===== config.mk =====
export PLATFORM = sky130hd
export DESIGN_NAME = minmax_finder_flat
export DESIGN_NICKNAME = d
export VERILOG_FILES = /design/src/rtl/minmax_pkg.sv /design/src/rtl/minmax_if.sv /design/src/rtl/minmax_ctrl.sv /design/src/rtl/minmax_finder.sv /design/src/flat_wrapper.sv
export SDC_FILE = /design/constraint.sdc
export NUM_CORES = 1
export LEC_CHECK = 0
export CAP_MARGIN = 40
export CORE_MARGIN = 1.5
export CORE_UTILIZATION = 35
export CTS_BUF_LIST = sky130_fd_sc_hd__clkbuf_8
export DETAILED_ROUTE_END_ITERATION = 16
export MAX_ROUTING_LAYER = met4
export PLACE_DENSITY = 0.69
export SLEW_MARGIN = 10
export SYNTH_ARGS = -nofsm -noshare
export SYNTH_HDL_FRONTEND = slang
export SYNTH_SLANG_ARGS = --single-unit

===== constraint.sdc =====
create_clock -name clk -period 2.65 [get_ports clk]
set_clock_uncertainty 0.1 [all_clocks]
set_input_delay 0.3975 -clock clk [delete_from_list [all_inputs] [get_ports clk]]
set_output_delay 0.3975 -clock clk [all_outputs]
set_load 0.02 [all_outputs]

===== src/rtl/minmax_pkg.sv =====
// Shared types and helpers for the min/max range scanner.
// Used by minmax_if / minmax_finder; optional min tracking is enabled with MINMAX_MIN_EN.
package minmax_pkg;

  // Widest data word the compare helper handles; callers extend operands to this width.
  localparam int unsigned CMP_W = 64;

  typedef enum logic [2:0] {
    IDLE    = 3'd0,
    FETCH   = 3'd1,
    LATCH   = 3'd2,
    COMPARE = 3'd3,
    DONE    = 3'd4
  } state_t;

  // Strict greater-than; operands must already be sign- or zero-extended to CMP_W.
  function automatic logic gt(input logic [CMP_W-1:0] a,
                              input logic [CMP_W-1:0] b,
                              input logic             signed_mode);
    logic res;
    if (signed_mode) res = ($signed(a) > $signed(b));
    else             res = (a > b);
    return res;
  endfunction

endpackage


===== src/rtl/minmax_if.sv =====
// Request/result and memory-read bundle between a requester and minmax_finder.
// The min_val/min_addr fields exist only when MINMAX_MIN_EN is defined.
interface minmax_if #(
  parameter int unsigned DATA_W = 8,
  parameter int unsigned ADDR_W = 4
);

  logic              start;
  logic [ADDR_W-1:0] start_addr;
  logic [ADDR_W-1:0] end_addr;
  logic [ADDR_W-1:0] mem_addr;
  logic [DATA_W-1:0] mem_rdata;
  logic              busy;
  logic              done;
  logic [DATA_W-1:0] max_val;
  logic [ADDR_W-1:0] max_addr;

`ifdef MINMAX_MIN_EN
  logic [DATA_W-1:0] min_val;
  logic [ADDR_W-1:0] min_addr;

  modport master (
    output start, start_addr, end_addr, mem_rdata,
    input  mem_addr, busy, done, max_val, max_addr, min_val, min_addr
  );

  modport slave (
    input  start, start_addr, end_addr, mem_rdata,
    output mem_addr, busy, done, max_val, max_addr, min_val, min_addr
  );
`else
  modport master (
    output start, start_addr, end_addr, mem_rdata,
    input  mem_addr, busy, done, max_val, max_addr
  );

  modport slave (
    input  start, start_addr, end_addr, mem_rdata,
    output mem_addr, busy, done, max_val, max_addr
  );
`endif

endinterface


===== src/rtl/minmax_ctrl.sv =====
// Sequencer for minmax_finder: walks FETCH/LATCH/COMPARE per element and
// raises a one-cycle done pulse once the last address has been compared.
module minmax_ctrl
  import minmax_pkg::*;
(
  input  logic clk,
  input  logic reset,
  input  logic start,
  input  logic mar_eq_last,
  output logic en_mar,
  output logic sel_mar,
  output logic en_mdr,
  output logic upd_en,
  output logic first,
  output logic busy,
  output logic done
);

  state_t state;

  // DONE spends one cycle arming done and one cycle presenting it, so start is
  // only looked at again in the cycle after the pulse.
  always_ff @(posedge clk) begin
    if (reset) begin
      state <= IDLE;
      first <= 1'b0;
      busy  <= 1'b0;
      done  <= 1'b0;
    end else begin
      case (state)
        IDLE: begin
          if (start) begin
            state <= FETCH;
            first <= 1'b1;
            busy  <= 1'b1;
          end
        end
        FETCH:   state <= LATCH;
        LATCH:   state <= COMPARE;
        COMPARE: begin
          first <= 1'b0;
          state <= mar_eq_last ? DONE : FETCH;
        end
        DONE: begin
          if (!done) begin
            done <= 1'b1;
            busy <= 1'b0;
          end else begin
            done  <= 1'b0;
            state <= IDLE;
          end
        end
        default: state <= IDLE;
      endcase
    end
  end

  // Datapath strobes are plain decodes of the current state.
  assign sel_mar = (state == IDLE);
  assign en_mar  = ((state == IDLE) && start) || ((state == COMPARE) && !mar_eq_last);
  assign en_mdr  = (state == LATCH);
  assign upd_en  = (state == COMPARE);

endmodule


===== src/rtl/minmax_finder.sv =====
// Scans an inclusive, wrapping address range of a sync-read memory and reports the
// largest value and its first address; MINMAX_MIN_EN adds the smallest value too.
module minmax_finder
  import minmax_pkg::*;
#(
  parameter int unsigned DATA_W = 8,
  parameter int unsigned ADDR_W = 4,
  parameter int unsigned SIGNED = 0
) (
  input  logic      clk,
  input  logic      reset,
  minmax_if.slave   bus
);

  localparam logic SGN = (SIGNED != 0);

  logic [ADDR_W-1:0] mar;
  logic [ADDR_W-1:0] last;
  logic [DATA_W-1:0] mdr;
  logic [DATA_W-1:0] max_q;
  logic [ADDR_W-1:0] max_addr_q;

  logic en_mar, sel_mar, en_mdr, upd_en, first, mar_eq_last;
  logic take_max;

  // Extend a data word to the helper's compare width according to the compare mode.
  function automatic logic [CMP_W-1:0] ext(input logic [DATA_W-1:0] x);
    logic [CMP_W-1:0] r;
    if (SGN) r = CMP_W'($signed(x));
    else     r = CMP_W'(x);
    return r;
  endfunction

  minmax_ctrl u_ctrl (
    .clk         (clk),
    .reset       (reset),
    .start       (bus.start),
    .mar_eq_last (mar_eq_last),
    .en_mar      (en_mar),
    .sel_mar     (sel_mar),
    .en_mdr      (en_mdr),
    .upd_en      (upd_en),
    .first       (first),
    .busy        (bus.busy),
    .done        (bus.done)
  );

  assign mar_eq_last = (mar == last);
  assign take_max    = first || gt(ext(mdr), ext(max_q), SGN);

  // Address counter wraps naturally at 2**ADDR_W; last is captured with the start address.
  always_ff @(posedge clk) begin
    if (reset) begin
      mar        <= '0;
      last       <= '0;
      mdr        <= '0;
      max_q      <= '0;
      max_addr_q <= '0;
    end else begin
      if (en_mar) begin
        mar <= sel_mar ? bus.start_addr : ADDR_W'(mar + 1'b1);
        if (sel_mar) last <= bus.end_addr;
      end
      if (en_mdr) mdr <= bus.mem_rdata;
      if (upd_en && take_max) begin
        max_q      <= mdr;
        max_addr_q <= mar;
      end
    end
  end

  assign bus.mem_addr = mar;
  assign bus.max_val  = max_q;
  assign bus.max_addr = max_addr_q;

`ifdef MINMAX_MIN_EN
  logic [DATA_W-1:0] min_q;
  logic [ADDR_W-1:0] min_addr_q;
  logic              take_min;

  assign take_min = first || gt(ext(min_q), ext(mdr), SGN);

  // Minimum tracker mirrors the maximum one with the operands swapped.
  always_ff @(posedge clk) begin
    if (reset) begin
      min_q      <= '0;
      min_addr_q <= '0;
    end else if (upd_en && take_min) begin
      min_q      <= mdr;
      min_addr_q <= mar;
    end
  end

  assign bus.min_val  = min_q;
  assign bus.min_addr = min_addr_q;
`endif

endmodule


===== src/flat_wrapper.sv =====
// flat-port wrapper written by rule: the top's interface ports become plain ports
module minmax_finder_flat import minmax_pkg::*;
#(
  parameter int unsigned DATA_W = 8,
  parameter int unsigned ADDR_W = 4,
  parameter int unsigned SIGNED = 0
)
  (clk, reset, bus_start, bus_start_addr, bus_end_addr, bus_mem_rdata, bus_mem_addr, bus_busy, bus_done, bus_max_val, bus_max_addr);
  minmax_if #(.DATA_W(DATA_W), .ADDR_W(ADDR_W)) bus_i ();
  input  logic clk;
  input  logic reset;
  input wire logic [$bits(bus_i.start)-1:0] bus_start;
  input wire logic [$bits(bus_i.start_addr)-1:0] bus_start_addr;
  input wire logic [$bits(bus_i.end_addr)-1:0] bus_end_addr;
  input wire logic [$bits(bus_i.mem_rdata)-1:0] bus_mem_rdata;
  output wire logic [$bits(bus_i.mem_addr)-1:0] bus_mem_addr;
  output wire logic [$bits(bus_i.busy)-1:0] bus_busy;
  output wire logic [$bits(bus_i.done)-1:0] bus_done;
  output wire logic [$bits(bus_i.max_val)-1:0] bus_max_val;
  output wire logic [$bits(bus_i.max_addr)-1:0] bus_max_addr;
  assign bus_i.start = bus_start;
  assign bus_i.start_addr = bus_start_addr;
  assign bus_i.end_addr = bus_end_addr;
  assign bus_i.mem_rdata = bus_mem_rdata;
  assign bus_mem_addr = bus_i.mem_addr;
  assign bus_busy = bus_i.busy;
  assign bus_done = bus_i.done;
  assign bus_max_val = bus_i.max_val;
  assign bus_max_addr = bus_i.max_addr;
  minmax_finder #(.DATA_W(DATA_W), .ADDR_W(ADDR_W), .SIGNED(SIGNED)) u_core (.clk(clk), .reset(reset), .bus(bus_i));
endmodule

==> results.json, run 1 <==
{
  "worst_slew_pin_slew_ns": 0.562,
  "p_leak_uw": 0.000809,
  "port_buffers": 36,
  "antenna_found_initial": 0,
  "synth-main-ff-cell": "dfxtp_1",
  "path_max_fanout": 10,
  "p_sw_uw": 517,
  "ctsResizeCount": 0,
  "startpoint_type": "flop",
  "die_h_um": 72.2,
  "synth_async_sr_flop_share_pct": 0,
  "antenna_cells": 0,
  "die_area_um2": 5220,
  "grt_pass1_wl_um": 5800,
  "crit_arrival_ns": 2.29,
  "rsz0062_at_grt": "no",
  "maxSlewViolCount": 0,
  "ys_seq_area_share_pct": 40.6,
  "min_period_ns": 2.17,
  "outcome": "completed",
  "globalplace.congestion": 0.814,
  "area_growth_syn_to_layout_pct": 28.6,
  "cts_root_buf": "clkbuf_8",
  "peakVddDrop_mv": 0.329,
  "postCtsSetupBuffers": 0,
  "seqPwrFrac_pct": 42.9,
  "synthMuxAreaShare_pct": 10.8,
  "yosysWarnings": 0,
  "nets": 246,
  "synth_xor_xnor_area_share_pct": 3.13,
  "htreeDepth": 2,
  "path_class": "reg -> reg",
  "setup_viol": 0,
  "wire_per_inst_um": 12.4,
  "syn_avg_cell_area_um2": 9.32,
  "power_uw": 1500,
  "ant_nets": 0,
  "switching_share_pct": 34.5,
  "power_frac_clock_pct": 23.7,
  "clock_path_buffers": 2,
  "grt_overflow": 0,
  "synth_cell_types": 41,
  "start_util_pct": 36.0,
  "dp_hpwl_um": 2430,
  "die_x_um": 72.2,
  "powerDensity_nw_per_um2": 693,
  "fin_area_um2": 2160,
  "first_pass_iters": 4,
  "synth_compound_area_share_pct": 16.2,
  "cp.required_ns": 2.77,
  "final_common_cell": "clkdlybuf4s50_1",
  "finalSetupTns_ns": 0,
  "synth_area_um2": 1680,
  "fmax_ghz": 0.460,
  "cts_tree": "done",
  "postSynthNetCount": 208,
  "period_share_pct": 81.9,
  "vias_per_cell": 5.01,
  "cts.reportedPaths.clkPinSlew_ns": 0.07,
  "dr_total_vias": 1363,
  "core_area_um2": 4660,
  "drt_iter0_drc": 74,
  "insertion_delay_ns": 0.29,
  "drc": 0,
  "postPlaceCellArea_um2": 2080,
  "drt_wl_total_um": 3370,
  "hold_path_class": "reg -> reg",
  "io_pins": 37,
  "cts_hold_buf": 0,
  "p_comb_share_pct": 33.3,
  "slew_headroom_pct": 62.5,
  "synth-adder-area-share_pct": 6.71,
  "yosys_register_bits": 34,
  "critPathCaptureType": "flop",
  "layout_common_cells": "clkdlybuf4s50_1 (36), dfxtp_1 (34), nor2_1 (29), mux2i_1 (17), nand2_1 (12)",
  "cts_made_buffers": 5,
  "cts_sinks": 34,
  "drive_gt1_share_pct": 7.34,
  "grt.total_usage_pct": 14.7,
  "synth-edff-count": 0,
  "synth_top_family_by_area": "simple AND/OR/NAND/NOR gates",
  "synth-simple-area-share_pct": 17.2,
  "grt_pass1_vias": 1272,
  "p_int_uw": 979,
  "hold_viol": 0,
  "rows": 25,
  "max-cap-violations": 0,
  "grt_max_degree": 30,
  "syn_inst": 180
}
## synth_stat cells (2+ instances only)
| cell | instances | area share (%) |
|---|---|---|
| dfxtp_1 | 34 | 41 |
| nor2_1 | 29 | 6.5 |
| mux2i_1 | 17 | 10 |
| nand2_1 | 12 | 2.7 |
| ha_1 | 9 | 6.7 |
| inv_1 | 9 | 2.0 |
| a21oi_1 | 8 | 2.4 |
| o2111ai_1 | 7 | 3.7 |
| o31ai_1 | 7 | 3.1 |
| clkbuf_1 | 5 | 1.1 |
| xnor2_1 | 5 | 2.6 |
| nor3_1 | 3 | 0.89 |
| buf_6 | 2 | 1.3 |
| nand3_1 | 2 | 0.60 |
| nand3b_1 | 2 | 0.89 |
| nor2b_1 | 2 | 0.75 |
| o32ai_1 | 2 | 1.0 |
| or3_1 | 2 | 0.75 |
## cell type report
| type | instances | area (um2) |
|---|---|---|
| sequential | 34 | 681 |
| timing repair buffer | 40 | 390 |
| multi-input combinational | 127 | 906 |
| inverter | 10 | 37.5 |
| clock inverter | 2 | 7.51 |
| clock buffer | 5 | 68.8 |
| fill | 463 | 2500 |
| tap | 54 | 67.6 |
## worst max-delay path, stage by stage, from the launching register on
cell and delay [ns]:
dfxtp_1 0.33, inv_1 0.06, ha_1 0.28, nor2b_1 0.12
o211ai_1 0.10, a211oi_2 0.42, o21a_1 0.46, mux2i_1 0.23
## state kept, by name, summed over array words and instances (netlist names)
register             cells
u_core.u_ctrl.first      1
u_core.bus.max_val       8
u_core.bus.mem_addr      4
u_core.mdr               8
u_core.u_ctrl.busy       1
u_core.bus.max_addr      4
u_core.u_ctrl.state      3
u_core.last              4
u_core.u_ctrl.done       1
## cells by family (layout without fill, tap and decap cells)
logic type	count (synthesis)	count (layout)
muxes	18	18
adders and majority gates	9	9
xor gates and xnor gates	6	6
AOI/OAI and AO/OA	35	35
buffers and inverters	19	57
DFF	34	34
and+or+nand+nor	59	59
## power by group through the flow
stage / Clock, uW / Sequential (uW) / Combinational (uW)
3_3_place_gp: 0 / 654 / 495
3_5_place_dp: 0 / 654 / 500
2_1_floorplan: 0 / 639 / 373
6_report: 355 / 643 / 499
4_1_cts: 366 / 643 / 504
5_1_grt: 383 / 652 / 556
## per-stage QoR
step	setup WS [ns]	hold WS [ns]	util, %	std cells
finish	0.478	0.357	46.3	272
global route	0.266	0.387	46.3	272
CTS	0.487	0.363	46.3	272
detailed placement	0.506	0.354	44.7	265
global placement	0.562	0.347	44.7	265
floorplan	0.538	0.338	-	180
## per-layer routing
layer / GRT usage, % / vias to the layer above / part of all wire, % / wire [um]
li1: - / 717 / - / -
met1: 18.3 / 609 / 49 / 1650
met2: 22.6 / 29 / 45 / 1510
met3: 3.47 / 8 / 4.3 / 145
met4: 6.92 / 0 / 2.0 / 68
met5: - / - / 0 / 0
## worst paths after layout
path | start | end | slack (ns) | depth (start not counted)
worst min register to register | u_core.bus.max_addr[2]$_SDFFE_PP0P_ | u_core.bus.max_addr[2]$_SDFFE_PP0P_ | 0.36 | 2
worst min-delay path | u_core.bus.max_addr[2]$_SDFFE_PP0P_ | u_core.bus.max_addr[2]$_SDFFE_PP0P_ | 0.36 | 2
worst max register to register | u_core.bus.max_val[1]$_SDFFE_PP0P_ | u_core.bus.max_addr[1]$_SDFFE_PP0P_ | 0.48 | 7
worst max-delay path | u_core.bus.max_val[1]$_SDFFE_PP0P_ | u_core.bus.max_addr[1]$_SDFFE_PP0P_ | 0.48 | 7
(Power assumes the default switching activity.)
==> run 2: changes to the inputs <==
clock period = 2.3 ns   (was 2.65 ns; I/O delays follow)
==> results.json, run 2 (same netlist as run 1, synthesis figures left out) <==
{
  "regToRegSetupSlack_ns": 0.13,
  "start_util_pct": 36.0,
  "peakVddDrop_mv": 0.430,
  "finalSetupTns_ns": 0,
  "final_common_cell": "clkdlybuf4s50_1",
  "worst_slew_pin_slew_ns": 0.459,
  "globalplace.congestion": 0.881,
  "vias_per_cell": 5.07,
  "finish.utilization_pct": 47.0,
  "cts_hold_buf": 0,
  "area_growth_syn_to_layout_pct": 30.4,
  "drt_iter0_drc": 116,
  "dr_total_vias": 1394,
  "fin_area_um2": 2190,
  "period_share_pct": 94.2,
  "hold_path_end": "u_core.bus.max_addr[2]$_SDFFE_PP0P_",
  "fmax_ghz": 0.461,
  "io_pins": 37,
  "r2r-end": "u_core.bus.max_val[1]$_SDFFE_PP0P_",
  "place_inst": 267,
  "grt_max_degree": 30,
  "postPlaceCellArea_um2": 2100,
  "wire_per_inst_um": 12.9,
  "clock_path_buffers": 2,
  "seqPwrFrac_pct": 41.8,
  "ant_nets": 0,
  "outcome": "completed",
  "rr_worst_depth": 6,
  "first_pass_iters": 4,
  "drc": 0,
  "startpoint_type": "flop",
  "drive_gt1_share_pct": 9.05,
  "grt_pass1_wl_um": 5930,
  "switching_share_pct": 33.8,
  "fin_cells": 275,
  "antenna_cells": 0,
  "cp.required_ns": 2.39,
  "setup_ws_ns": 0.133,
  "p_leak_uw": 0.000824,
  "p_comb_share_pct": 32.9,
  "grt_pass1_vias": 1301,
  "dp_hpwl_um": 2550,
  "hold_viol": 0,
  "cts_root_buf": "clkbuf_8",
  "cts_sinks": 34,
  "critPathCaptureType": "flop",
  "hold_path_class": "reg -> reg",
  "die_x_um": 72.2,
  "pre_cts_slack_ns": 0.152,
  "cts_made_buffers": 5,
  "cts_tree": "done",
  "rsz0062_at_grt": "no",
  "rr_startpoint": "u_core.bus.max_val[6]$_SDFFE_PP0P_",
  "port_buffers": 36,
  "antenna_found_initial": 0,
  "powerDensity_nw_per_um2": 814,
  "setup_viol": 0,
  "power_frac_clock_pct": 25.3,
  "min_period_ns": 2.17,
  "path_max_fanout": 10,
  "insertion_delay_ns": 0.29,
  "htreeDepth": 2,
  "min_path_cells": 2,
  "layout_common_cells": "clkdlybuf4s50_1 (36), dfxtp_1 (34), nor2_1 (29), mux2i_1 (17), nand2_1 (12)",
  "min_from": "u_core.bus.max_addr[2]$_SDFFE_PP0P_",
  "postCtsSetupBuffers": 0,
  "path_class": "reg -> reg",
  "grt_overflow": 0,
  "die_area_um2": 5220,
  "max-cap-violations": 0,
  "p_sw_uw": 603,
  "core_area_um2": 4660,
  "p_int_uw": 1180,
  "nets": 248,
  "grt.total_usage_pct": 15.2,
  "rows": 25,
  "slew_headroom_pct": 69.4,
  "cts.reportedPaths.clkPinSlew_ns": 0.07,
  "crit_arrival_ns": 2.26,
  "die_h_um": 72.2,
  "ctsResizeCount": 0,
  "drt_wl_total_um": 3540,
  "maxSlewViolCount": 0
}
[run 2: worst max path at each step]
stage	cells past startpoint	from	slack, ns	endpoint
6_report	6	u_core.bus.max_val[6]$_SDFFE_PP0P_	0.13	u_core.bus.max_val[1]$_SDFFE_PP0P_
2_1_floorplan	8	u_core.bus.max_val[6]$_SDFFE_PP0P_	0.19	u_core.bus.max_val[1]$_SDFFE_PP0P_
4_1_cts	6	u_core.bus.max_val[6]$_SDFFE_PP0P_	0.12	u_core.bus.max_val[1]$_SDFFE_PP0P_
3_5_place_dp	6	u_core.bus.max_val[6]$_SDFFE_PP0P_	0.15	u_core.bus.max_val[1]$_SDFFE_PP0P_
3_3_place_gp	6	u_core.bus.max_val[6]$_SDFFE_PP0P_	0.28	u_core.bus.max_val[1]$_SDFFE_PP0P_
5_1_grt	6	u_core.bus.max_val[6]$_SDFFE_PP0P_	0.02	u_core.bus.max_val[1]$_SDFFE_PP0P_
[run 2: through the flow]
step	total power, uW	hold WS [ns]
6_report	1780	0.361
5_1_grt	1900	0.383
4_1_cts	1810	0.369
3_5_place_dp	1350	0.357
3_3_place_gp	1340	0.353
2_1_floorplan	1170	0.338
[run 2: worst max-delay path, cell delays in order (launching register included)]
cell and delay [ns]:
dfxtp_1 0.33, inv_1 0.07, ha_1 0.32, a21o_1 0.18
a211o_1 0.39, o21a_1 0.38, o31ai_1 0.29
[run 2: power by group through the flow]
stage	logic (uW)	registers [uW]	clock network, uW
finish	586	745	451
global route	647	758	498
CTS	591	747	468
detailed placement	589	759	0
global placement	581	757	0
floorplan	429	737	0
[run 2: cell type report]
class,instances,area [um2]
Sequential cell,34,681
Inverter,10,37.5
Multi-Input combinational cell,127,906
Tap cell,54,67.6
Timing Repair Buffer,42,405
Fill cell,448,2470
Clock inverter,2,8.76
Clock buffer,6,82.6
[run 2: metal layers]
layer | vias to the layer above | share of wire [%] | global-route usage [%]
met2 | 37 | 46 | 22.0
met3 | 6 | 5.6 | 5.97
met1 | 631 | 48 | 19.6
li1 | 720 | - | -
met5 | - | 0 | -
met4 | 0 | 1.1 | 4.61
